## config.mk

```make
export PLATFORM = sky130hd
export DESIGN_NAME = det_engine_scheduler
export DESIGN_NICKNAME = d
export VERILOG_FILES = /design/src/rtl/det_engine_scheduler_pkg.sv /design/src/rtl/det_engine_scheduler_arb.sv /design/src/rtl/det_engine_scheduler.sv
export SDC_FILE = /design/constraint.sdc
export NUM_CORES = 1
export LEC_CHECK = 0
export ABC_AREA = 1
export ABC_CLOCK_PERIOD_IN_PS = 1500
export CAP_MARGIN = 20
export CORE_AREA = 2 2 247 249
export CTS_BUF_LIST = sky130_fd_sc_hd__clkbuf_16
export CTS_CLUSTER_DIAMETER = 60
export DETAILED_ROUTE_END_ITERATION = 8
export DIE_AREA = 0 0 249 251
export GPL_TIMING_DRIVEN = 0
export SYNTH_ARGS = -nofsm -noshare
export SYNTH_HDL_FRONTEND = slang
export SYNTH_SLANG_ARGS = --single-unit
```

## constraint.sdc

```tcl
create_clock -name clk -period 1.5 [get_ports clk]
set_input_delay 0.225 -clock clk [delete_from_list [all_inputs] [get_ports clk]]
set_output_delay 0.225 -clock clk [all_outputs]
set_load 0.005 [all_outputs]
```

## src/rtl/det_engine_scheduler_pkg.sv

```systemverilog
// det_engine_scheduler_pkg: shared widths, operand size limits and FSM encodings for the determinant scheduler
package det_engine_scheduler_pkg;
    localparam int ELEM_W   = 8;
    localparam int MATRIX_W = 25 * ELEM_W;
    localparam int DET_W    = 8;
    localparam logic [2:0] SZ_MIN = 3'd2;
    localparam logic [2:0] SZ_MAX = 3'd5;
    localparam logic [2:0] ST_IDLE   = 3'd0;
    localparam logic [2:0] ST_LAUNCH = 3'd1;
    localparam logic [2:0] ST_WAIT   = 3'd2;
    localparam logic [2:0] ST_RESP   = 3'd3;
    localparam logic [2:0] ST_DRAIN  = 3'd4;
    function automatic logic size_ok(input logic [2:0] s);
        return s >= SZ_MIN && s <= SZ_MAX;
    endfunction
endpackage

```

## src/rtl/det_engine_scheduler_arb.sv

```systemverilog
// det_rr_arb2: combinational two-way round-robin grant
// Ports: req0_i/req1_i requests, last_grant_i previous winner,
//        valid_o any request present, grant_o winning index (0 or 1)
module det_rr_arb2 (
    input  logic req0_i,
    input  logic req1_i,
    input  logic last_grant_i,
    output logic valid_o,
    output logic grant_o
);
    assign valid_o = req0_i | req1_i;
    assign grant_o = (req0_i & req1_i) ? ~last_grant_i : req1_i;
endmodule

```

## src/rtl/det_engine_scheduler.sv

```systemverilog
// det_engine_scheduler: shares one determinant engine between two requesters with round-robin arbitration
// Ports: req0/req1 + matrix0/1 + size0/1 requester side, ack0/ack1 + det_out + err result return,
//        busy operation in flight, eng_start/eng_matrix/eng_size/eng_done/eng_det level handshake to the engine
module det_engine_scheduler
    import det_engine_scheduler_pkg::*;
#(
    parameter int TIMEOUT_CYCLES = 255
) (
    input  logic                clk,
    input  logic                rst,
    input  logic                req0,
    input  logic                req1,
    input  logic [MATRIX_W-1:0] matrix0,
    input  logic [MATRIX_W-1:0] matrix1,
    input  logic [2:0]          size0,
    input  logic [2:0]          size1,
    output logic                ack0,
    output logic                ack1,
    output logic [DET_W-1:0]    det_out,
    output logic                err,
    output logic                busy,
    output logic                eng_start,
    output logic [MATRIX_W-1:0] eng_matrix,
    output logic [2:0]          eng_size,
    input  logic                eng_done,
    input  logic [DET_W-1:0]    eng_det
);
    localparam int CNT_W = $clog2(TIMEOUT_CYCLES + 1);
    logic [2:0]          state_q, state_d;
    logic [CNT_W-1:0]    cnt_q, cnt_d;
    logic                last_q, last_d, win_q, win_d, err_q, err_d, start_q, start_d, done_q;
    logic [DET_W-1:0]    res_q, res_d;
    logic [MATRIX_W-1:0] mat_q, mat_d;
    logic [2:0]          size_q, size_d;
    logic                gnt_valid, gnt, done_rise, resp;
    logic [2:0]          sel_size;

    det_rr_arb2 u_arb (
        .req0_i(req0),
        .req1_i(req1),
        .last_grant_i(last_q),
        .valid_o(gnt_valid),
        .grant_o(gnt)
    );

    assign sel_size  = gnt ? size1 : size0;
    // done_q lags eng_done by one cycle so only the rising edge completes an operation
    assign done_rise = eng_done & ~done_q;
    assign resp      = state_q == ST_RESP;

    always_comb begin
        state_d = state_q;
        cnt_d   = cnt_q;
        last_d  = last_q;
        win_d   = win_q;
        err_d   = err_q;
        start_d = start_q;
        res_d   = res_q;
        mat_d   = mat_q;
        size_d  = size_q;
        case (state_q)
            ST_IDLE: if (gnt_valid) begin
                last_d  = gnt;
                win_d   = gnt;
                mat_d   = gnt ? matrix1 : matrix0;
                size_d  = sel_size;
                res_d   = '0;
                err_d   = ~size_ok(sel_size);
                state_d = size_ok(sel_size) ? ST_LAUNCH : ST_RESP;
            end
            ST_LAUNCH: begin
                start_d = 1'b1;
                cnt_d   = '0;
                state_d = ST_WAIT;
            end
            // a done edge takes priority over a timeout hitting in the same cycle
            ST_WAIT: if (done_rise) begin
                res_d   = eng_det;
                err_d   = 1'b0;
                state_d = ST_RESP;
            end else if (cnt_q == CNT_W'(TIMEOUT_CYCLES)) begin
                res_d   = '0;
                err_d   = 1'b1;
                state_d = ST_RESP;
            end else begin
                cnt_d = cnt_q + 1'b1;
            end
            ST_RESP: begin
                start_d = 1'b0;
                state_d = ST_DRAIN;
            end
            ST_DRAIN: state_d = eng_done ? ST_DRAIN : ST_IDLE;
            default: state_d = ST_IDLE;
        endcase
    end

    always_ff @(posedge clk) begin
        if (rst) begin
            state_q <= ST_IDLE;
            cnt_q   <= '0;
            last_q  <= 1'b1;
            win_q   <= 1'b0;
            err_q   <= 1'b0;
            start_q <= 1'b0;
            done_q  <= 1'b0;
            res_q   <= '0;
            mat_q   <= '0;
            size_q  <= '0;
        end else begin
            state_q <= state_d;
            cnt_q   <= cnt_d;
            last_q  <= last_d;
            win_q   <= win_d;
            err_q   <= err_d;
            start_q <= start_d;
            done_q  <= eng_done;
            res_q   <= res_d;
            mat_q   <= mat_d;
            size_q  <= size_d;
        end
    end

    assign ack0       = resp & ~win_q;
    assign ack1       = resp & win_q;
    assign det_out    = resp ? res_q : '0;
    assign err        = resp & err_q;
    assign busy       = state_q != ST_IDLE;
    assign eng_start  = start_q;
    assign eng_matrix = mat_q;
    assign eng_size   = size_q;
endmodule

```

==> impl_metrics.csv, run 1 <==
group,metric,value,unit
sta,rsz0062_at_grt,"true",
placement,placed_area,16920,sq um
synth,synthTopCellsByArea,"dfxtp_1 (47%), a21oi_1 (22%), nand2_1 (10%)",
route,dr.pass1.iters,5,
sta,setup_viol,228,
route,wl,67040,microns
critical_path,worstPathCellList,"nor2_4 > nand2_2 > a21oi_4 > buf_12 > inv_16 > buf_16 > buf_12 > buf_12 > a21oi_4 > a21oi_2",
layout,layout.cells.non_filler,2890,
power_and_ir_drop,p_int,18.67,mW
global_route,grt_pass1_wl,93940,microns
layout,final_common_cell,"clkdlybuf4s50_1",
synth,avgSynthCellArea,7.290,sq um
sta,setup_tns,-39.67,ns
die,ios,635,
placement,preCtsSetupSlack,-1.424,ns
layout,nNetsFinal,2502,
sta,tightest_slew,0.8486,ns
critical_path,critPathLaunchType,"flip-flop",
clock_network,clkSinkCount,227,
synth,synth-xor-area-share,0,%
die,rows,90,
clock_network,ctsRootBufferMaster,"clkbuf_16",
critical_path,endpoint_kind,"flip-flop",
critical_path,path_delay_family,"buffers and inverters",
sta,finalMaxSlewViolations,0,
global_route,grt_start_max_net_pins,12,
sta,fin_crit,1.748,ns
critical_path,critPathArrivalTime,2.15,ns
sta,layout_setup_ws,-0.2484,ns
die,start_util,16.06,%
die,die_h,251,microns
die,die_area,62500,sq um
die,fp.dieW,249,microns
synth,seq_area_frac_synth,47.33,%
placement,portBuffers,633,
sta,finalHoldViolCount,0,
synth,synth_top_area_share,47.33,%
layout,final_area,22580,sq um
synth,synth_mux_area_share,0,%
worst_hold_path,hold_path_class,"in -> reg",
power_and_ir_drop,totalPowerFinal,29.03,mW
synth,synth_top_family_by_area,"compound AO/OA/AOI/OAI gates",
layout,area_growth_syn_to_layout,135.1,%
synth,synth_area,9600,sq um
route,vias_per_cell,4.555,
run,drv_cap,0,
synth,synth_area_leader_cell,"dfxtp_1",
synth,syn_nets,1737,
layout,drive_above_1_share,34.43,%
critical_path,cp_max_fo,5,
global_route,first_global_vias,13590,
power_and_ir_drop,power_frac_clock,27.8,%
synth,post_synth_fa_ha_maj_area_fraction,0.1303,%
critical_path,worstSetupPathType,"reg -> reg",
sta,whs,0.1194,ns
global_route,antenna_found_initial,4,
clock_network,cts_buffer_depth,3,
clock_network,cts_inserted_buffers,36,
clock_network,htree_levels,2,
sta,min_period_over_period,116.6,%
layout,fin_util,37.75,%
critical_path,cp_common_cell,"buf_12",
layout,layout_common_cells,"clkdlybuf4s50_1 (417), nand2_1 (247), dlygate4sd2_1 (202)",
critical_path,crit_slowest_cell,"dfxtp_4",
route,post-route-drc-count,0,
sta,finalClockSkew,0.02102,ns
layout,fillers,5964,
synth,synth_compound_area_share,32.96,%
power_and_ir_drop,swShare,35.69,%
power_and_ir_drop,p_sw,10.36,mW
die,coreArea,59790,sq um
sta,slew_headroom,43.43,%
sta,fmax,0.5720,GHz
route,vias,13160,
clock_network,holdBufCountCts,0,
placement,place_inst,2732,
clock_network,clock_latency,0.54,ns
route,detail-route-antenna-nets,0,
power_and_ir_drop,vdd_drop_max,0.0006922,V
placement,dp_hpwl,46290,microns
clock_network,cts_tree,"built",
synth,yosysUniqueCellTypes,22,
global_route,grtUsageTotal,20.38,%
synth,ys_ff_latch,227,
power_and_ir_drop,powerDensity,1286,nW/um^2
clock_network,path_clk_slew,0.06,ns
route,wl_per_cell,23.20,microns
power_and_ir_drop,pwr-share-seq,27.9,%
synth,ys_warn_count,0,
power_and_ir_drop,comb_power_share,44.4,%
global_route,grt-ovfl-total,0,
run_status,violations,"setup timing",
synth,synthCells,1317,
synth,synthSimpleGateAreaFrac,12.72,%
critical_path,cp.required,1.90,ns
critical_path,path_buf_inv,5,
critical_path,cp_slowest_stage_delay,0.37,ns
run_status,outcome,"finished with violations",
placement,place_congestion,1.011,
power_and_ir_drop,p_leak,8.858,nW
route,first_iter_violations,714,
-- path summary, 6_finish.rpt --
path,startpoint,endpoint,slack (ns),cells past startpoint
worst max-delay path,state_q[2],eng_matrix[114],-0.25,10
worst min-delay path,rst,win_q,0.12,2
worst max register to register,state_q[2],eng_matrix[114],-0.25,10
worst min register to register,res_q[3],res_q[3],0.46,2
-- per-layer routing --
| layer | track usage (%) | share of wire [%] | up-vias |
|---|---|---|---|
| li1 | - | - | 6109 |
| met1 | 25.01 | 41 | 6398 |
| met2 | 35.27 | 49 | 553 |
| met3 | 4.639 | 6.6 | 99 |
| met4 | 6.442 | 2.7 | 4 |
| met5 | 0 | 0.036 | - |
-- power by group through the flow --
stage | clock, mW | sequential [mW] | combinational [mW]
global route | 8.49 | 8.21 | 13.6
CTS | 8.26 | 7.98 | 12.3
detailed placement | 0 | 7.94 | 7.83
finish | 8.06 | 8.09 | 12.9
global placement | 0 | 7.92 | 7.79
floorplan | 0 | 7.90 | 2.76
-- flip-flops by register name (all words and copies together), names as in the netlist --
signal	flops
eng_matrix	200
eng_start	1
res_q	8
eng_size	3
cnt_q	8
last_q	1
err_q	1
state_q	3
win_q	1
done_q	1
-- cell type report --
type | instances | area (sq um) | area share [%]
antenna | 2 | 5.005 | 0.02217
buffer | 107 | 1251 | 5.542
clock buffer | 37 | 925.9 | 4.101
clock inverter | 25 | 185.2 | 0.8203
inverter | 30 | 136.4 | 0.6041
multi-input combinational | 947 | 6681 | 29.60
sequential | 227 | 4602 | 20.38
tap | 782 | 978.4 | 4.334
timing repair buffer | 733 | 7810 | 34.60
-- cells by family after synthesis --
logic type | count (synthesis)
simple gates | 315
compound gates | 630
fa+ha+maj | 1
buf+inv | 144
flops | 227
-- cell usage after synthesis --
cell        n
a21oi_4     1
buf_1      18
buf_6      10
o21ai_0   186
buf_2      28
nand2_1   256
nand3b_1    1
clkinv_1    1
nand3_1    13
dfxtp_1   227
inv_2       1
ha_1        1
nor2_4      1
nand2_2     2
nor3_1      1
nor2_1     39
nand4_1     2
clkbuf_1   56
buf_4       2
a21oi_1   422
o21ai_1    21
inv_1      28
-- repair_timing --
item                       CTS  global route
pin swaps                   32            41
setup buffers               57            19
gates resized for setup    981           356
gates cloned                41             4
setup endpoints to repair  439           236
No activity file was read; power rests on OpenSTA's default activity.
==> run 2: changes to the inputs <==
Settings changed: ABC_CLOCK_PERIOD_IN_PS 1500 to 1600, GPL_TIMING_DRIVEN 0 to not set.
Clock period 1.5 ns to 1.6 ns, I/O delays scaled along.
==> run 2 against run 1 <==
- first-iteration DRC count decreased by 15%
- routed wire length decreased by 21%
- global-route usage decreased by 4.9 points
- sequential share of layout area increased by 2.7 points
- total power decreased by 19%
- the flow still finishes with violations (setup timing)
- worst setup slack improved by 0.067 ns
- critical path depth increased by 1
- utilization decreased by 4.6 points
- sequential power decreased by 8.5%
- fmax decreased by 1.9%
==> impl_metrics.csv, run 2 (synthesis results as in run 1) <==
group,metric,value,unit
global_route,antenna_found_initial,3,
sta,rsz0062_at_grt,"true",
critical_path,cp_max_fo,7,
run_status,violations,"setup timing",
sta,fin_crit,1.782,ns
power_and_ir_drop,powerDensity,1188,nW/um^2
layout,largest_reg_flops,200,
die,start_util,16.06,%
layout,drive_above_1_share,17.16,%
die,fp.dieW,249,microns
critical_path,reg2reg_to,"eng_matrix[161]",
die,ios,635,
critical_path,rrSetupSlack,-0.18,ns
sta,finalMaxSlewViolations,0,
global_route,grtUsageTotal,15.48,%
sta,tightest_slew,0.4135,ns
route,post-route-drc-count,0,
critical_path,worstSetupPathType,"reg -> reg",
route,dr.pass1.iters,5,
placement,place_congestion,0.9419,
layout,layout_common_cells,"clkdlybuf4s50_1 (437), a21oi_1 (358), nand2_1 (252)",
run_status,outcome,"finished with violations",
layout,final_common_cell,"clkdlybuf4s50_1",
die,coreArea,59790,sq um
critical_path,endpoint,"eng_matrix[161]",
sta,min_period_over_period,111.4,%
die,rows,90,
power_and_ir_drop,vdd_drop_max,0.0007465,V
clock_network,cts_inserted_buffers,34,
clock_network,ctsRootBufferMaster,"clkbuf_16",
global_route,grt-ovfl-total,0,
power_and_ir_drop,totalPowerFinal,23.54,mW
route,wl,52640,microns
critical_path,reg2reg_from,"state_q[0]",
route,detail-route-antenna-nets,0,
power_and_ir_drop,p_leak,8.139,nW
clock_network,htree_levels,2,
layout,area_growth_syn_to_layout,106.5,%
clock_network,cts_tree,"built",
sta,slew_headroom,72.35,%
placement,dp_hpwl,37120,microns
sta,setup_viol,222,
die,die_h,251,microns
die,die_area,62500,sq um
sta,finalClockSkew,0.01049,ns
route,first_iter_violations,607,
critical_path,endpoint_kind,"flip-flop",
route,wl_per_cell,18.59,microns
sta,finalHoldViolCount,0,
route,vias,12530,
placement,portBuffers,634,
critical_path,critPathLaunchType,"flip-flop",
run,drv_cap,0,
layout,fin_util,33.15,%
layout,nNetsFinal,2440,
global_route,grt_pass1_wl,74570,microns
clock_network,clock_latency,0.53,ns
critical_path,r2r_cells,11,
clock_network,path_clk_slew,0.06,ns
global_route,grt_start_max_net_pins,43,
global_route,first_global_vias,12490,
route,vias_per_cell,4.427,
sta,fmax,0.5612,GHz
worst_hold_path,hold_path_class,"in -> reg",
critical_path,critPathArrivalTime,2.24,ns
clock_network,cts_buffer_depth,3,
critical_path,cp-startpoint,"state_q[0]",
critical_path,cp.required,2.06,ns
clock_network,clkSinkCount,227,
sta,layout_setup_ws,-0.1818,ns
run 2: cell count changes in the layout (fill, tap and decap cells not counted), sizes merged, moves of 2 or more:
cell / delta
buf: -7
bufinv: +2
clkbuf: -53
clkdlybuf4s50: +20
clkinv: +6
clkinvlp: -3
dlygate4sd2: -18
inv: -5
run 2: area by class of cell:
class / instances / area, sq um
fillers: 6213 / 39970
inverters: 30 / 136.4
multi-input cells: 946 / 4876
diodes: 3 / 7.507
well taps: 782 / 978.4
clock buffers: 37 / 925.9
clock inverters: 25 / 212.7
flip-flops and latches: 227 / 4569
repair buffers: 781 / 8115
run 2: per-stage QoR:
stage          instances  hold slack, ns  instance area (sq um)  TNS [ns]  worst slack (ns)
2_1_floorplan       1317          0.3760                   9600         0            0.1615
3_3_place_gp        2729          0.4475                  17620    -48.39           -0.3396
3_5_place_dp        2729          0.4513                  17620    -49.73           -0.3609
4_1_cts             2810          0.2094                  19190    -23.27           -0.2167
5_1_grt             2830          0.2369                  19820    -38.96           -0.2686
6_report            2831          0.2534                  19820    -20.09           -0.1818
run 2: timing repair:
| item | 4_1_cts | 5_1_grt |
|---|---|---|
| hold buffers | 0 | 0 |
| cloned | 10 | 8 |
| setup buffers | 9 | 10 |
| setup endpoints to repair | 390 | 255 |
| resized for setup | 359 | 173 |
| pin swaps | 5 | 3 |
run 2: worst max-delay path, stage by stage, from the launching register on:
cell	delay, ns
dfxtp_2	0.33
buf_6	0.12
nor2_4	0.11
nand2_2	0.08
buf_6	0.12
a21oi_4	0.12
buf_12	0.18
buf_12	0.13
clkbuf_16	0.17
clkbuf_16	0.17
o21ai_1	0.06
a21oi_1	0.12
run 2: how the worst min path moves through the flow:
| stage | from | endpoint | slack [ns] | cells after the start |
|---|---|---|---|---|
| floorplan | eng_done | done_q | 0.38 | 2 |
| global placement | res_q[6] | res_q[6] | 0.45 | 2 |
| detailed placement | last_q | last_q | 0.45 | 2 |
| CTS | matrix1[107] | eng_matrix[107] | 0.21 | 3 |
| global route | matrix1[154] | eng_matrix[154] | 0.24 | 3 |
| finish | matrix1[157] | eng_matrix[157] | 0.25 | 3 |
run 2: routing by layer:
layer | wire (microns) | track usage (%) | up-vias
met1 | 21040 | 18.20 | 5924
met2 | 25320 | 26.16 | 553
li1 | - | - | 5948
met4 | 1932 | 6.632 | 2
met5 | 11 | 0 | -
met3 | 4329 | 4.597 | 106
run 2: power breakdown:
| part | internal, mW | leakage (nW) | switching, mW |
|---|---|---|---|
| Clock | 4.68 | 0.570 | 2.93 |
| Combinational | 4.52 | 5.68 | 4.01 |
| Sequential | 6.75 | 1.88 | 0.646 |
| Total | 16.0 | 8.14 | 7.59 |
